### config.mk
export PLATFORM = sky130hd
export DESIGN_NAME = pong_graph_anim_flat
export DESIGN_NICKNAME = d
export VERILOG_FILES = /design/src/rtl/pong_graph_anim_pkg.sv /design/src/rtl/pong_graph_anim_if.sv /design/src/rtl/pong_graph_anim_rom.sv /design/src/rtl/pong_graph_anim.sv /design/src/flat_wrapper.sv
export SDC_FILE = /design/constraint.sdc
export NUM_CORES = 1
export LEC_CHECK = 0
export CAP_MARGIN = 20
export CORE_UTILIZATION = 45
export CTS_CLUSTER_DIAMETER = 150
export DETAILED_ROUTE_END_ITERATION = 12
export DONT_BUFFER_PORTS = 1
export GPL_TIMING_DRIVEN = 0
export PLACE_DENSITY = 0.67
export SLEW_MARGIN = 20
export SYNTH_ARGS = -nofsm -noshare
export SYNTH_HDL_FRONTEND = slang
export SYNTH_SLANG_ARGS = --single-unit
### constraint.sdc
create_clock -name clk -period 5.9 [get_ports clk]
set_input_delay 1.18 -clock clk [delete_from_list [all_inputs] [get_ports clk]]
set_output_delay 1.18 -clock clk [all_outputs]
set_load 0.02 [all_outputs]
### src/rtl/pong_graph_anim_pkg.sv
// Shared constants for the pong graphics generator: screen limits, object
// bounds, colours and the round-ball bitmap.
package pong_graph_anim_pkg;

    localparam logic [9:0] H_MAX = 10'd640;
    localparam logic [9:0] V_MAX = 10'd480;
    localparam logic [9:0] BAR_V = 10'd4;
    localparam logic [9:0] BALL_V = 10'd2;

    localparam logic [9:0] X_MAX = H_MAX - 10'd1;
    localparam logic [9:0] REFR_Y = V_MAX + 10'd1;

    localparam logic [9:0] WALL_X_L = 10'd32;
    localparam logic [9:0] WALL_X_R = 10'd35;
    localparam logic [9:0] BAR_X_L = 10'd600;
    localparam logic [9:0] BAR_X_R = 10'd603;
    localparam logic [9:0] BAR_Y_SIZE = 10'd72;
    localparam logic [9:0] BALL_SIZE = 10'd8;

    // bar may only step down while its bottom stays above this line
    localparam logic [9:0] BAR_Y_LIM = V_MAX - 10'd1 - BAR_V;
    localparam logic [9:0] BALL_Y_TOP_LIM = 10'd1;
    localparam logic [9:0] BALL_Y_BOT_LIM = V_MAX - 10'd2;

    localparam logic [9:0] BAR_Y_RST = 10'd204;
    localparam logic [9:0] BALL_X_RST = 10'd320;
    localparam logic [9:0] BALL_Y_RST = 10'd240;

    localparam logic [9:0] V_POS = BALL_V;
    localparam logic [9:0] V_NEG = 10'd0 - BALL_V;

    typedef enum logic [2:0] {
        RGB_OFF  = 3'b000,
        RGB_WALL = 3'b001,
        RGB_BAR  = 3'b010,
        RGB_BALL = 3'b100,
        RGB_BG   = 3'b110
    } rgb_t;

    // bit 7 of each row is the leftmost pixel
    function automatic logic [7:0] ball_row(input logic [2:0] row);
        logic [7:0] r;
        case (row)
            3'd0, 3'd7: r = 8'b0011_1100;
            3'd1, 3'd6: r = 8'b0111_1110;
            default:    r = 8'b1111_1111;
        endcase
        return r;
    endfunction

endpackage

### src/rtl/pong_graph_anim_if.sv
// Sync-stage inputs, buttons and graphics outputs of the pong generator.
interface pong_graph_anim_if;
    logic       p_tick;
    logic       video_on;
    logic [9:0] pix_x;
    logic [9:0] pix_y;
    logic [1:0] btn;
    logic       miss;
    logic [2:0] graph_rgb;

    modport master (
        output p_tick, video_on, pix_x, pix_y, btn,
        input  miss, graph_rgb
    );

    modport slave (
        input  p_tick, video_on, pix_x, pix_y, btn,
        output miss, graph_rgb
    );
endinterface

### src/rtl/pong_graph_anim_rom.sv
// Combinational 8x8 round-ball bitmap, one row per lookup.
module pong_graph_anim_rom
    import pong_graph_anim_pkg::*;
(
    input  logic [2:0] row,
    output logic [7:0] data
);
    assign data = ball_row(row);
endmodule

### src/rtl/pong_graph_anim.sv
// Animated pong graphics: wall, button-driven paddle and bouncing ball,
// updated once per frame and rendered combinationally per pixel.
module pong_graph_anim
    import pong_graph_anim_pkg::*;
(
    input logic clk,
    input logic reset,
    pong_graph_anim_if.slave vif
);
    logic [9:0] bar_y_t, ball_x_l, ball_y_t, vx, vy;
    logic [9:0] bar_y_b, ball_x_r, ball_y_b;
    logic [9:0] vx_nxt, vy_nxt;
    logic       miss_r;
    logic       refr_tick;
    logic [2:0] rom_row, rom_col;
    logic [7:0] rom_data;
    logic       wall_on, bar_on, ball_box, ball_on;
    logic [2:0] rgb;

    assign refr_tick = vif.p_tick && (vif.pix_y == REFR_Y) && (vif.pix_x == 10'd0);

    assign bar_y_b  = bar_y_t + BAR_Y_SIZE - 10'd1;
    assign ball_x_r = ball_x_l + BALL_SIZE - 10'd1;
    assign ball_y_b = ball_y_t + BALL_SIZE - 10'd1;

    // velocities decided from the pre-update ball and bar positions
    always_comb begin
        vy_nxt = vy;
        if (ball_y_t <= BALL_Y_TOP_LIM)
            vy_nxt = V_POS;
        else if (ball_y_b >= BALL_Y_BOT_LIM)
            vy_nxt = V_NEG;

        vx_nxt = vx;
        if (ball_x_l <= WALL_X_R)
            vx_nxt = V_POS;
        else if (ball_x_r >= BAR_X_L && ball_x_r <= BAR_X_R &&
                 ball_y_b >= bar_y_t && ball_y_t <= bar_y_b)
            vx_nxt = V_NEG;
    end

    always_ff @(posedge clk or posedge reset) begin
        if (reset) begin
            bar_y_t  <= BAR_Y_RST;
            ball_x_l <= BALL_X_RST;
            ball_y_t <= BALL_Y_RST;
            vx       <= V_POS;
            vy       <= V_POS;
            miss_r   <= 1'b0;
        end else begin
            miss_r <= 1'b0;
            if (refr_tick) begin
                if (vif.btn == 2'b10 && bar_y_b < BAR_Y_LIM)
                    bar_y_t <= bar_y_t + BAR_V;
                else if (vif.btn == 2'b01 && bar_y_t > BAR_V)
                    bar_y_t <= bar_y_t - BAR_V;

                if (ball_x_l > X_MAX) begin
                    ball_x_l <= BALL_X_RST;
                    ball_y_t <= BALL_Y_RST;
                    vx       <= V_NEG;
                    miss_r   <= 1'b1;
                end else begin
                    vx       <= vx_nxt;
                    vy       <= vy_nxt;
                    ball_x_l <= ball_x_l + vx_nxt;
                    ball_y_t <= ball_y_t + vy_nxt;
                end
            end
        end
    end

    assign rom_row = 3'(vif.pix_y - ball_y_t);
    assign rom_col = 3'(vif.pix_x - ball_x_l);

    pong_graph_anim_rom u_rom (
        .row  (rom_row),
        .data (rom_data)
    );

    assign wall_on  = vif.pix_x >= WALL_X_L && vif.pix_x <= WALL_X_R;
    assign bar_on   = vif.pix_x >= BAR_X_L && vif.pix_x <= BAR_X_R &&
                      vif.pix_y >= bar_y_t && vif.pix_y <= bar_y_b;
    assign ball_box = vif.pix_x >= ball_x_l && vif.pix_x <= ball_x_r &&
                      vif.pix_y >= ball_y_t && vif.pix_y <= ball_y_b;
    assign ball_on  = ball_box && rom_data[~rom_col];

    always_comb begin
        rgb = RGB_BG;
        if (!vif.video_on)
            rgb = RGB_OFF;
        else if (wall_on)
            rgb = RGB_WALL;
        else if (bar_on)
            rgb = RGB_BAR;
        else if (ball_on)
            rgb = RGB_BALL;
    end

    assign vif.graph_rgb = rgb;
    assign vif.miss      = miss_r;
endmodule

### src/flat_wrapper.sv
// flat-port wrapper written by rule: the top's interface ports become plain ports
module pong_graph_anim_flat import pong_graph_anim_pkg::*;
  (clk, reset, vif_p_tick, vif_video_on, vif_pix_x, vif_pix_y, vif_btn, vif_miss, vif_graph_rgb);
  pong_graph_anim_if vif_i ();
  input logic clk;
  input logic reset;
  input wire logic [$bits(vif_i.p_tick)-1:0] vif_p_tick;
  input wire logic [$bits(vif_i.video_on)-1:0] vif_video_on;
  input wire logic [$bits(vif_i.pix_x)-1:0] vif_pix_x;
  input wire logic [$bits(vif_i.pix_y)-1:0] vif_pix_y;
  input wire logic [$bits(vif_i.btn)-1:0] vif_btn;
  output wire logic [$bits(vif_i.miss)-1:0] vif_miss;
  output wire logic [$bits(vif_i.graph_rgb)-1:0] vif_graph_rgb;
  assign vif_i.p_tick = vif_p_tick;
  assign vif_i.video_on = vif_video_on;
  assign vif_i.pix_x = vif_pix_x;
  assign vif_i.pix_y = vif_pix_y;
  assign vif_i.btn = vif_btn;
  assign vif_miss = vif_i.miss;
  assign vif_graph_rgb = vif_i.graph_rgb;
  pong_graph_anim u_core (.clk(clk), .reset(reset), .vif(vif_i));
endmodule
==> flow_metrics.py, run 1 <==
metrics = {
    "pwr": {
        "power.leakage_nw": 2.70,
        "powerDensity_nw_per_um2": 121,
        "ir_drop_uv": 108,
        "power.total_mw": 0.699,
    },
    "setup_path": {
        "r2r-end": "u_core.ball_x_l[9]",
        "cp-startpoint": "u_core.ball_y_t[1]",
        "critPathKind": "reg2reg",
        "cp_top_family": "compound AO/OA/AOI/OAI gates",
        "worstPathRequired_ns": 6.07,
        "critical_path.max_fanout": 10,
        "cp_cell_sequence": "inv_1, ha_1, nor2b_1, nor2_1, xnor2_1, ha_1, a21o_1, a2111oi_0, o21ai_0, and3_1, buf_2, or3_1, ha_1, a21oi_1, o211ai_1, o211a_1, nand3_1, nand2_1, o211a_1, o21ai_1, o221ai_1",
        "cp_common_cell": "ha_1",
        "critPathMaxStageDelay_ns": 0.49,
        "regToRegSetupSlack_ns": 0.69,
        "startpoint_type": "flop",
        "crit_path_end": "u_core.ball_x_l[9]",
        "path_buf_inv": 2,
        "ff2ff_path_depth": 21,
        "cp_num_cells": 21,
        "cpMaxStageDelayCell": "dfrtp_1",
        "reg2reg_from": "u_core.ball_y_t[1]",
        "cp_data_arrival_time_ns": 5.38,
        "cp-end-kind": "flop",
    },
    "synth": {
        "syn-instance-count": 635,
        "ys.flop_type": "dfrtp_1",
        "ys_seq_area_frac": 0.228,
        "synth_area_um2": 5440,
        "syn-num-nets": 764,
        "synth_area_per_cell_um2": 8.57,
        "synth-async-reset-ratio": 1.00,
        "yosys.cell_types.count": 70,
        "synth_edf_count": 0,
        "ys_seq_elements": 49,
        "yosys_warnings": 0,
    },
    "place": {
        "port_buffers": 0,
        "gp_congestion": 0.911,
        "postPlaceCellArea_um2": 5640,
        "post-place-ws_ns": 0.705,
        "dp_hpwl_um": 11200,
    },
    "sta": {
        "rsz0062_at_grt": "no",
        "tightest_slew_ns": 0.813,
        "timing.slew.headroom": 0.456,
        "timing.final.crit_share": 0.883,
        "finalHoldViolCount": 0,
        "skew_ns": 0.00536,
        "fin_crit_ns": 5.21,
        "fmax_ghz": 0.192,
        "drv_slew": 0,
        "setup_slack_ns": 0.691,
        "setup_viol": 0,
        "fin_tns_setup_ns": 0,
    },
    "clock_network": {
        "cts_made_buffers": 5,
        "post-cts-setup-buffers": 0,
        "clk_root_buffer_cell": "clkbuf_16",
        "cts_hold_buf": 0,
        "cts-resized-gates": 0,
        "cts_sinks": 49,
        "clk_latency_ns": 0.30,
        "path_clk_slew_ns": 0.07,
        "htree_levels": 2,
        "cts_tree": "yes",
        "clk_path_buf_depth": 2,
    },
    "global_routing": {
        "grt_pass1_vias": 4591,
        "grt_max_degree": 30,
        "antenna_found_initial": 0,
        "grt_usage": 0.229,
        "overflow": 0,
        "grt_pass1_wl_um": 22800,
    },
    "detailed_routing": {
        "drtPass1Iterations": 9,
        "vias_per_cell": 5.98,
        "via_count": 4707,
        "final_antenna_net_count": 0,
        "drt-met1-wl_um": 6550,
        "dr.first_iter.drc_count": 301,
        "wl_met2_um": 6180,
        "avgRoutedWirePerCell_um": 17.4,
        "met3_length_um": 684,
        "wirelength_um": 13700,
        "top_layer": "met4",
        "drc": 5,
    },
    "cells_and_area": {
        "post-route-util": 0.499,
        "stdcell_area_um2": 5800,
        "num_antenna_cells": 0,
        "finalNetCount": 772,
        "drive_gt1_frac": 0.0730,
        "area_growth_syn_to_layout_pct": 6.48,
    },
    "worst_hold_path": {
        "hp-class": "reg2reg",
        "hp-start": "u_core.vy[0]",
    },
    "floorplanning": {
        "dieHeight_um": 112,
        "rows": 39,
        "core-area_um2": 11600,
        "ios": 30,
        "die_x_um": 112,
        "initial_core_util": 0.469,
        "dieArea_um2": 12500,
    },
    "outcome": {
        "status": "complete, but fails checks",
        "violations": "DRC",
    },
    "job": {
        "drv_cap": 0,
    },
}
==> worst min path at each step <==
stage,cells past startpoint,end,slack (ns)
final,1,u_core.vy[0],0.49
after global routing,1,u_core.vx[0],0.52
after CTS,1,u_core.vy[0],0.49
after detailed placement,1,u_core.vy[0],0.47
after global placement,1,u_core.vy[0],0.46
after floorplan,1,u_core.vy[0],0.45
==> cell type report <==
class / instances / area [um2]
clock buffer: 5 / 125
sequential: 49 / 1240
inverter: 52 / 195
tap: 143 / 179
timing repair buffer: 1 / 20.0
buffer: 15 / 70.1
multi-input combinational: 519 / 3940
fill: 1083 / 5820
clock inverter: 3 / 28.8
==> flip-flops by register name, summed over array words and instances, names as in the netlist <==
name	count
u_core.ball_x_l	10
u_core.ball_y_t	10
u_core.vx	10
u_core.vy	10
u_core.bar_y_t	8
u_core.vif.miss	1
==> metrics by stage <==
stage	hold WS (ns)	instances
5_1_grt	0.518	787
2_1_floorplan	0.449	635
3_5_place_dp	0.471	779
4_1_cts	0.488	787
6_report	0.490	787
3_3_place_gp	0.464	778
==> worst reg2reg max path: stages, from the launching register on <==
cell	delay (ns)
dfrtp_1	0.49
inv_1	0.22
ha_1	0.25
nor2b_1	0.25
nor2_1	0.08
xnor2_1	0.30
ha_1	0.31
a21o_1	0.19
a2111oi_0	0.43
o21ai_0	0.22
and3_1	0.26
buf_2	0.20
or3_1	0.38
ha_1	0.30
a21oi_1	0.21
o211ai_1	0.16
o211a_1	0.27
nand3_1	0.09
nand2_1	0.10
o211a_1	0.15
o21ai_1	0.13
o221ai_1	0.11
==> synth_stat cells (9+ instances only) <==
master    count  area [um2]
nand4_1      16         100
xor2_1       11        96.3
o21a_1       25         188
a21oi_1      36         180
o21ai_0      27         135
nor2b_1      10        62.6
nor3_1       19        95.1
inv_1        48         180
nand3_1      22         110
nand2b_1     11        68.8
o21ai_1      11        55.1
dfrtp_1      37         926
dfstp_2      12         315
xnor2_1      38         333
nand2_1      26        97.6
nor2_1       54         203
ha_1         99        1240
nor4_1        9        56.3
==> kinds of logic (layout without fill, tap and decap cells) <==
family,Yosys count,after routing,share of synthesized area
and+or+nand+nor,202,202,0.196
AOI/OAI and AO/OA,164,164,0.204
adders and majority gates,103,103,0.242
buffers and inverters,67,76,0.0487
xor gates and xnor gates,49,49,0.0789
DFF,49,49,0.228
muxes,1,1,0.00184
==> where the power goes <==
part           switching [mW]  internal (mW)  total, mW
clock                   0.138          0.163      0.301
sequential          0.0000126          0.336      0.336
combinational          0.0344         0.0271     0.0615
total                   0.173          0.526      0.699
==> routing by layer <==
| layer | global-route usage | vias up |
|---|---|---|
| met5 | 0 | - |
| met4 | 0.0764 | 0 |
| met3 | 0.0392 | 19 |
| met2 | 0.369 | 120 |
| met1 | 0.310 | 2229 |
| li1 | - | 2339 |
==> placed cells by master, fill, tap and decap left out, types with 3 or more instances in the layout <==
cell / instances
nor2b_1: 10
inv_2: 5
a21oi_1: 36
nor3_1: 19
dfstp_2: 12
fa_1: 4
a31oi_1: 5
nor2_1: 54
clkbuf_1: 8
a22oi_1: 6
xnor2_1: 38
nand4_1: 16
xor2_1: 11
a2111oi_0: 3
o21ai_0: 27
nor4_1: 9
nand3_1: 22
clkbuf_16: 5
and4_1: 4
o21ai_1: 11
ha_1: 99
dfrtp_1: 37
o2111ai_1: 4
and3_1: 5
nand2_1: 26
o21a_1: 25
nand2b_1: 11
o211ai_1: 4
inv_1: 47
or3_1: 7
o21bai_1: 3
buf_2: 5
a21o_1: 8
a211oi_1: 8
Power figures use the tool's default switching activity.
==> inputs of run 2 (changes only) <==
- CORE_UTILIZATION: 45 -> 35
- PLACE_DENSITY: 0.67 -> 0.56
==> run 2 against run 1 <==
Net effect: the flow now finishes without violations; critical path type unchanged; clock power is 2% lower; highest routed layer unchanged; global-route usage is 3.9 points lower; largest power group unchanged; core utilization is 11 points lower; critical path depth stayed put; largest cell class unchanged; total power is 0.95% lower.
==> flow_metrics.py, run 2 (same netlist as run 1, synthesis figures left out) <==
metrics = {
    "setup_path": {
        "startpoint_type": "flop",
        "cpMaxStageDelayCell": "dfrtp_1",
        "critPathMaxStageDelay_ns": 0.50,
        "cp_cell_sequence": "inv_1, ha_1, nor2b_1, nor2_1, xnor2_1, ha_1, a21o_1, a2111oi_0, o21ai_0, and3_1, buf_2, or3_1, ha_1, a21oi_1, o211ai_1, o211a_1, nand3_1, nand2_1, o211a_1, o21ai_1, o221ai_1",
        "regToRegSetupSlack_ns": 0.68,
        "critPathKind": "reg2reg",
        "worstPathRequired_ns": 6.06,
        "critical_path.max_fanout": 10,
        "cp_data_arrival_time_ns": 5.38,
        "cp-end-kind": "flop",
        "cp_common_cell": "ha_1",
    },
    "sta": {
        "skew_ns": 0.00598,
        "rsz0062_at_grt": "no",
        "timing.final.crit_share": 0.885,
        "fin_crit_ns": 5.22,
        "tightest_slew_ns": 0.791,
        "fin_tns_setup_ns": 0,
        "finalHoldViolCount": 0,
        "fmax_ghz": 0.192,
        "timing.slew.headroom": 0.469,
        "setup_viol": 0,
        "drv_slew": 0,
    },
    "global_routing": {
        "grt_pass1_wl_um": 24200,
        "grt_pass1_vias": 4799,
        "grt_max_degree": 31,
        "grt_usage": 0.189,
        "antenna_found_initial": 0,
        "overflow": 0,
    },
    "detailed_routing": {
        "final_antenna_net_count": 0,
        "drc": 0,
        "vias_per_cell": 5.60,
        "drtPass1Iterations": 5,
        "dr.first_iter.drc_count": 353,
        "via_count": 4663,
        "wirelength_um": 14300,
        "avgRoutedWirePerCell_um": 17.1,
    },
    "clock_network": {
        "post-cts-setup-buffers": 0,
        "cts_sinks": 49,
        "htree_levels": 2,
        "cts_tree": "yes",
        "path_clk_slew_ns": 0.07,
        "clk_path_buf_depth": 2,
        "cts_hold_buf": 0,
        "cts-resized-gates": 0,
        "clk_latency_ns": 0.30,
        "clk_root_buffer_cell": "clkbuf_16",
        "cts_made_buffers": 5,
    },
    "cells_and_area": {
        "finalNonFillerCells": 832,
        "drive_gt1_frac": 0.0730,
        "fillers": 1544,
        "finalNetCount": 772,
        "num_antenna_cells": 0,
        "final_cell_mix": "ha_1 (99), nor2_1 (54), inv_1 (47)",
        "area_growth_syn_to_layout_pct": 7.47,
        "final_common_cell": "ha_1",
        "stdcell_area_um2": 5850,
    },
    "worst_hold_path": {
        "hp-class": "reg2reg",
    },
    "outcome": {
        "status": "finished clean",
    },
    "pwr": {
        "power.leakage_nw": 2.70,
        "powerDensity_nw_per_um2": 118,
        "ir_drop_uv": 119,
        "power.total_mw": 0.692,
    },
    "place": {
        "dp_hpwl_um": 11800,
        "port_buffers": 0,
        "dp.cells": 824,
        "postPlaceCellArea_um2": 5700,
        "gp_congestion": 0.903,
    },
    "job": {
        "drv_cap": 0,
    },
    "floorplanning": {
        "dieHeight_um": 127,
        "core-area_um2": 15200,
        "rows": 45,
        "initial_core_util": 0.358,
        "dieArea_um2": 16100,
        "die_x_um": 127,
        "ios": 30,
    },
}
## run 2: cell count changes in the layout (fill, tap and decap cells not counted), sizes merged
cell / change
clkinv: -1
clkinvlp: +2
inv: -1
## run 2: cell type report
cell class / instances / area [um2] / share of cell area
buffer: 15 / 70.1 / 0.0120
multi-input combinational: 519 / 3940 / 0.673
clock buffer: 5 / 125 / 0.0214
timing repair buffer: 1 / 20.0 / 0.00342
sequential: 49 / 1240 / 0.212
tap: 188 / 235 / 0.0402
inverter: 52 / 195 / 0.0334
clock inverter: 3 / 26.3 / 0.00449
## run 2: final timing paths
check                                   start            endpoint  depth (start not counted)
max                        u_core.ball_y_t[1]  u_core.ball_x_l[9]                         21
min                              u_core.vy[0]        u_core.vy[0]                          1
max reg2reg                u_core.ball_y_t[1]  u_core.ball_x_l[9]                         21
min reg2reg                      u_core.vy[0]        u_core.vy[0]                          1
max in group asynchronous               reset   u_core.bar_y_t[6]                          2
min in group asynchronous               reset        u_core.vy[9]                          1
## run 2: per-stage QoR
step | util | setup WS, ns | hold WS, ns
after global routing | 0.385 | 0.223 | 0.509
after floorplan | - | 1.58 | 0.449
after detailed placement | 0.375 | 0.634 | 0.481
final | 0.385 | 0.678 | 0.494
after global placement | 0.373 | 0.694 | 0.464
after CTS | 0.385 | 0.591 | 0.499
## run 2: critical path: cells and delay by family, from the launching register on
family | cells | cell delay, ns
compound gates | 9 | 1.81
xor+xnor | 1 | 0.31
fa+ha+maj | 3 | 0.88
buf+inv | 2 | 0.44
flops | 1 | 0.50
simple gates | 6 | 1.15
## run 2: where the power goes
part           leakage, nW  switching [mW]  internal, mW
Sequential           0.548       0.0000131         0.336
Combinational         2.08          0.0342        0.0272
Clock               0.0680           0.134         0.160
Total                 2.70           0.168         0.523
## run 2: layer usage
layer	global-route usage	wire length [um]	vias to the layer above
li1	-	-	2324
met1	0.255	6830	2203
met2	0.322	6620	122
met3	0.0253	619	14
met4	0.0441	196	0
met5	0	0	-
==> inputs of run 3 (changes only) <==
- CELL_PAD_IN_SITES_DETAIL_PLACEMENT: not set -> 0
- CELL_PAD_IN_SITES_GLOBAL_PLACEMENT: not set -> 1
- PLACE_DENSITY: 0.56 -> 0.67
- clock period: 5.9 -> 5.6 ns (I/O delays scaled with it)
==> run 3 against run 2 <==
Net effect: register-to-register slack got worse by 0.26 ns; cell area increased by 0.11%; clock power increased by 7.5%; non-clock buffer count is the same; setup slack worse by 0.26 ns; die area stayed put; flip-flop and latch count unchanged; hold slack got worse by 0.0079 ns; wire length rose by 4.1%; via count rose by 1.2%; total power up 6.4%; final cell count stayed put.
==> flow_metrics.py, run 3 (same netlist as run 1, synthesis figures left out) <==
metrics = {
    "sta": {
        "tightest_slew_ns": 0.815,
        "drv_slew": 0,
        "fin_tns_setup_ns": 0,
        "setup_viol": 0,
        "fin_crit_ns": 5.19,
        "fmax_ghz": 0.193,
        "fin_hold_ws_ns": 0.486,
        "skew_ns": 0.00882,
        "timing.slew.headroom": 0.455,
        "rsz0062_at_grt": "no",
        "timing.final.crit_share": 0.926,
        "finalHoldViolCount": 0,
    },
    "detailed_routing": {
        "wirelength_um": 14900,
        "drtPass1Iterations": 5,
        "drc": 0,
        "dr.first_iter.drc_count": 249,
        "via_count": 4718,
        "vias_per_cell": 5.67,
        "final_antenna_net_count": 0,
        "avgRoutedWirePerCell_um": 17.9,
    },
    "clock_network": {
        "clk_latency_ns": 0.30,
        "clk_root_buffer_cell": "clkbuf_16",
        "htree_levels": 2,
        "cts_tree": "yes",
        "post-cts-setup-buffers": 0,
        "cts_made_buffers": 5,
        "path_clk_slew_ns": 0.07,
        "cts_sinks": 49,
        "clk_path_buf_depth": 2,
    },
    "global_routing": {
        "grt_max_degree": 27,
        "antenna_found_initial": 0,
        "grt_pass1_vias": 4701,
        "overflow": 0,
        "grt_usage": 0.193,
        "grt_pass1_wl_um": 24300,
    },
    "pwr": {
        "powerDensity_nw_per_um2": 126,
        "power.leakage_nw": 2.71,
        "power.total_mw": 0.736,
        "ir_drop_uv": 106,
    },
    "place": {
        "gp_congestion": 0.853,
        "port_buffers": 0,
        "dp_hpwl_um": 12200,
    },
    "floorplanning": {
        "die_x_um": 127,
        "initial_core_util": 0.358,
        "rows": 45,
        "ios": 30,
        "core-area_um2": 15200,
        "dieHeight_um": 127,
        "dieArea_um2": 16100,
    },
    "setup_path": {
        "critPathKind": "reg2reg",
        "critPathMaxStageDelay_ns": 0.49,
        "worstPathRequired_ns": 5.77,
        "cpMaxStageDelayCell": "dfrtp_1",
        "startpoint_type": "flop",
        "cp_data_arrival_time_ns": 5.35,
        "cp_cell_sequence": "inv_1, ha_1, nor2b_1, nor2_1, xnor2_2, ha_1, a21o_1, a2111oi_0, o21ai_0, and3_1, buf_2, or3_1, ha_1, a21oi_1, o211ai_1, o211a_1, nand3_1, nand2_1, o211a_1, o21ai_1, o221ai_1",
        "cp-end-kind": "flop",
        "cp_common_cell": "ha_1",
        "critical_path.max_fanout": 10,
    },
    "cells_and_area": {
        "final_cell_mix": "ha_1 (99), nor2_1 (54), inv_1 (47)",
        "finalNetCount": 772,
        "area_growth_syn_to_layout_pct": 7.59,
        "final_common_cell": "ha_1",
        "num_antenna_cells": 0,
        "fillers": 1573,
        "drive_gt1_frac": 0.0745,
    },
    "job": {
        "drv_cap": 0,
    },
    "worst_hold_path": {
        "hp-class": "reg2reg",
    },
    "outcome": {
        "status": "finished clean",
    },
}
==> run 3: cell count changes in the layout (fill, tap and decap cells not counted), sizes merged <==
cell,change
clkinvlp,-1
inv,+1
==> run 3: metrics by stage <==
step / std cells / instance area, um2 / util / setup WS [ns]
after floorplan: 635 / 5440 / - / 1.28
after global placement: 823 / 5680 / 0.373 / 0.377
after detailed placement: 824 / 5700 / 0.375 / 0.381
after CTS: 832 / 5850 / 0.385 / 0.355
after global routing: 832 / 5860 / 0.385 / 0.0829
final: 832 / 5860 / 0.385 / 0.414
==> run 3: critical path: cells and delay by family, from the launching register on <==
family                     cells  cell delay [ns]
and+or+nand+nor                6             1.24
AOI/OAI and AO/OA              9             1.87
xor gates and xnor gates       1             0.22
adders and majority gates      3             0.83
buffers and inverters          2             0.42
DFF                            1             0.49
==> run 3: worst paths after layout <==
path                       cells past startpoint                from  slack (ns)                  to
setup / recovery                              21  u_core.ball_y_t[1]        0.41  u_core.ball_x_l[9]
hold / removal                                 1        u_core.vy[0]        0.49        u_core.vy[0]
setup reg to reg                              21  u_core.ball_y_t[1]        0.41  u_core.ball_x_l[9]
hold reg to reg                                1        u_core.vy[0]        0.49        u_core.vy[0]
max in group asynchronous                      2               reset        4.23  u_core.ball_y_t[5]
min in group asynchronous                      1               reset        0.75        u_core.vy[9]
==> run 3: final cells by class <==
cell class              count  area (um2)  area share
flip-flops and latches     49        1240       0.212
multi-input cells         519        3940       0.674
clock inverters             3        25.0     0.00427
plain buffers              15        70.1      0.0120
repair buffers              1        20.0     0.00342
clock buffers               5         125      0.0214
inverters                  52         195      0.0333
well taps                 188         235      0.0402
==> run 3: repair_timing <==
item | in CTS | in global routing
resized for setup | 0 | 1
endpoints found under the setup margin | 0 | 2
hold buffers | 0 | 0
==> run 3: routing by layer <==
metal,vias to the layer above,track usage,part of all wire
met2,111,0.308,0.45
li1,2326,-,-
met5,-,0,0
met4,0,0.0511,0.013
met1,2264,0.268,0.50
met3,17,0.0342,0.045
==> run 3: report_power, final <==
| group | internal (mW) | switching, mW | total, mW |
|---|---|---|---|
| clock network | 0.169 | 0.147 | 0.316 |
| registers | 0.354 | 0.0000138 | 0.354 |
| logic | 0.0287 | 0.0373 | 0.0660 |
| total | 0.552 | 0.184 | 0.736 |
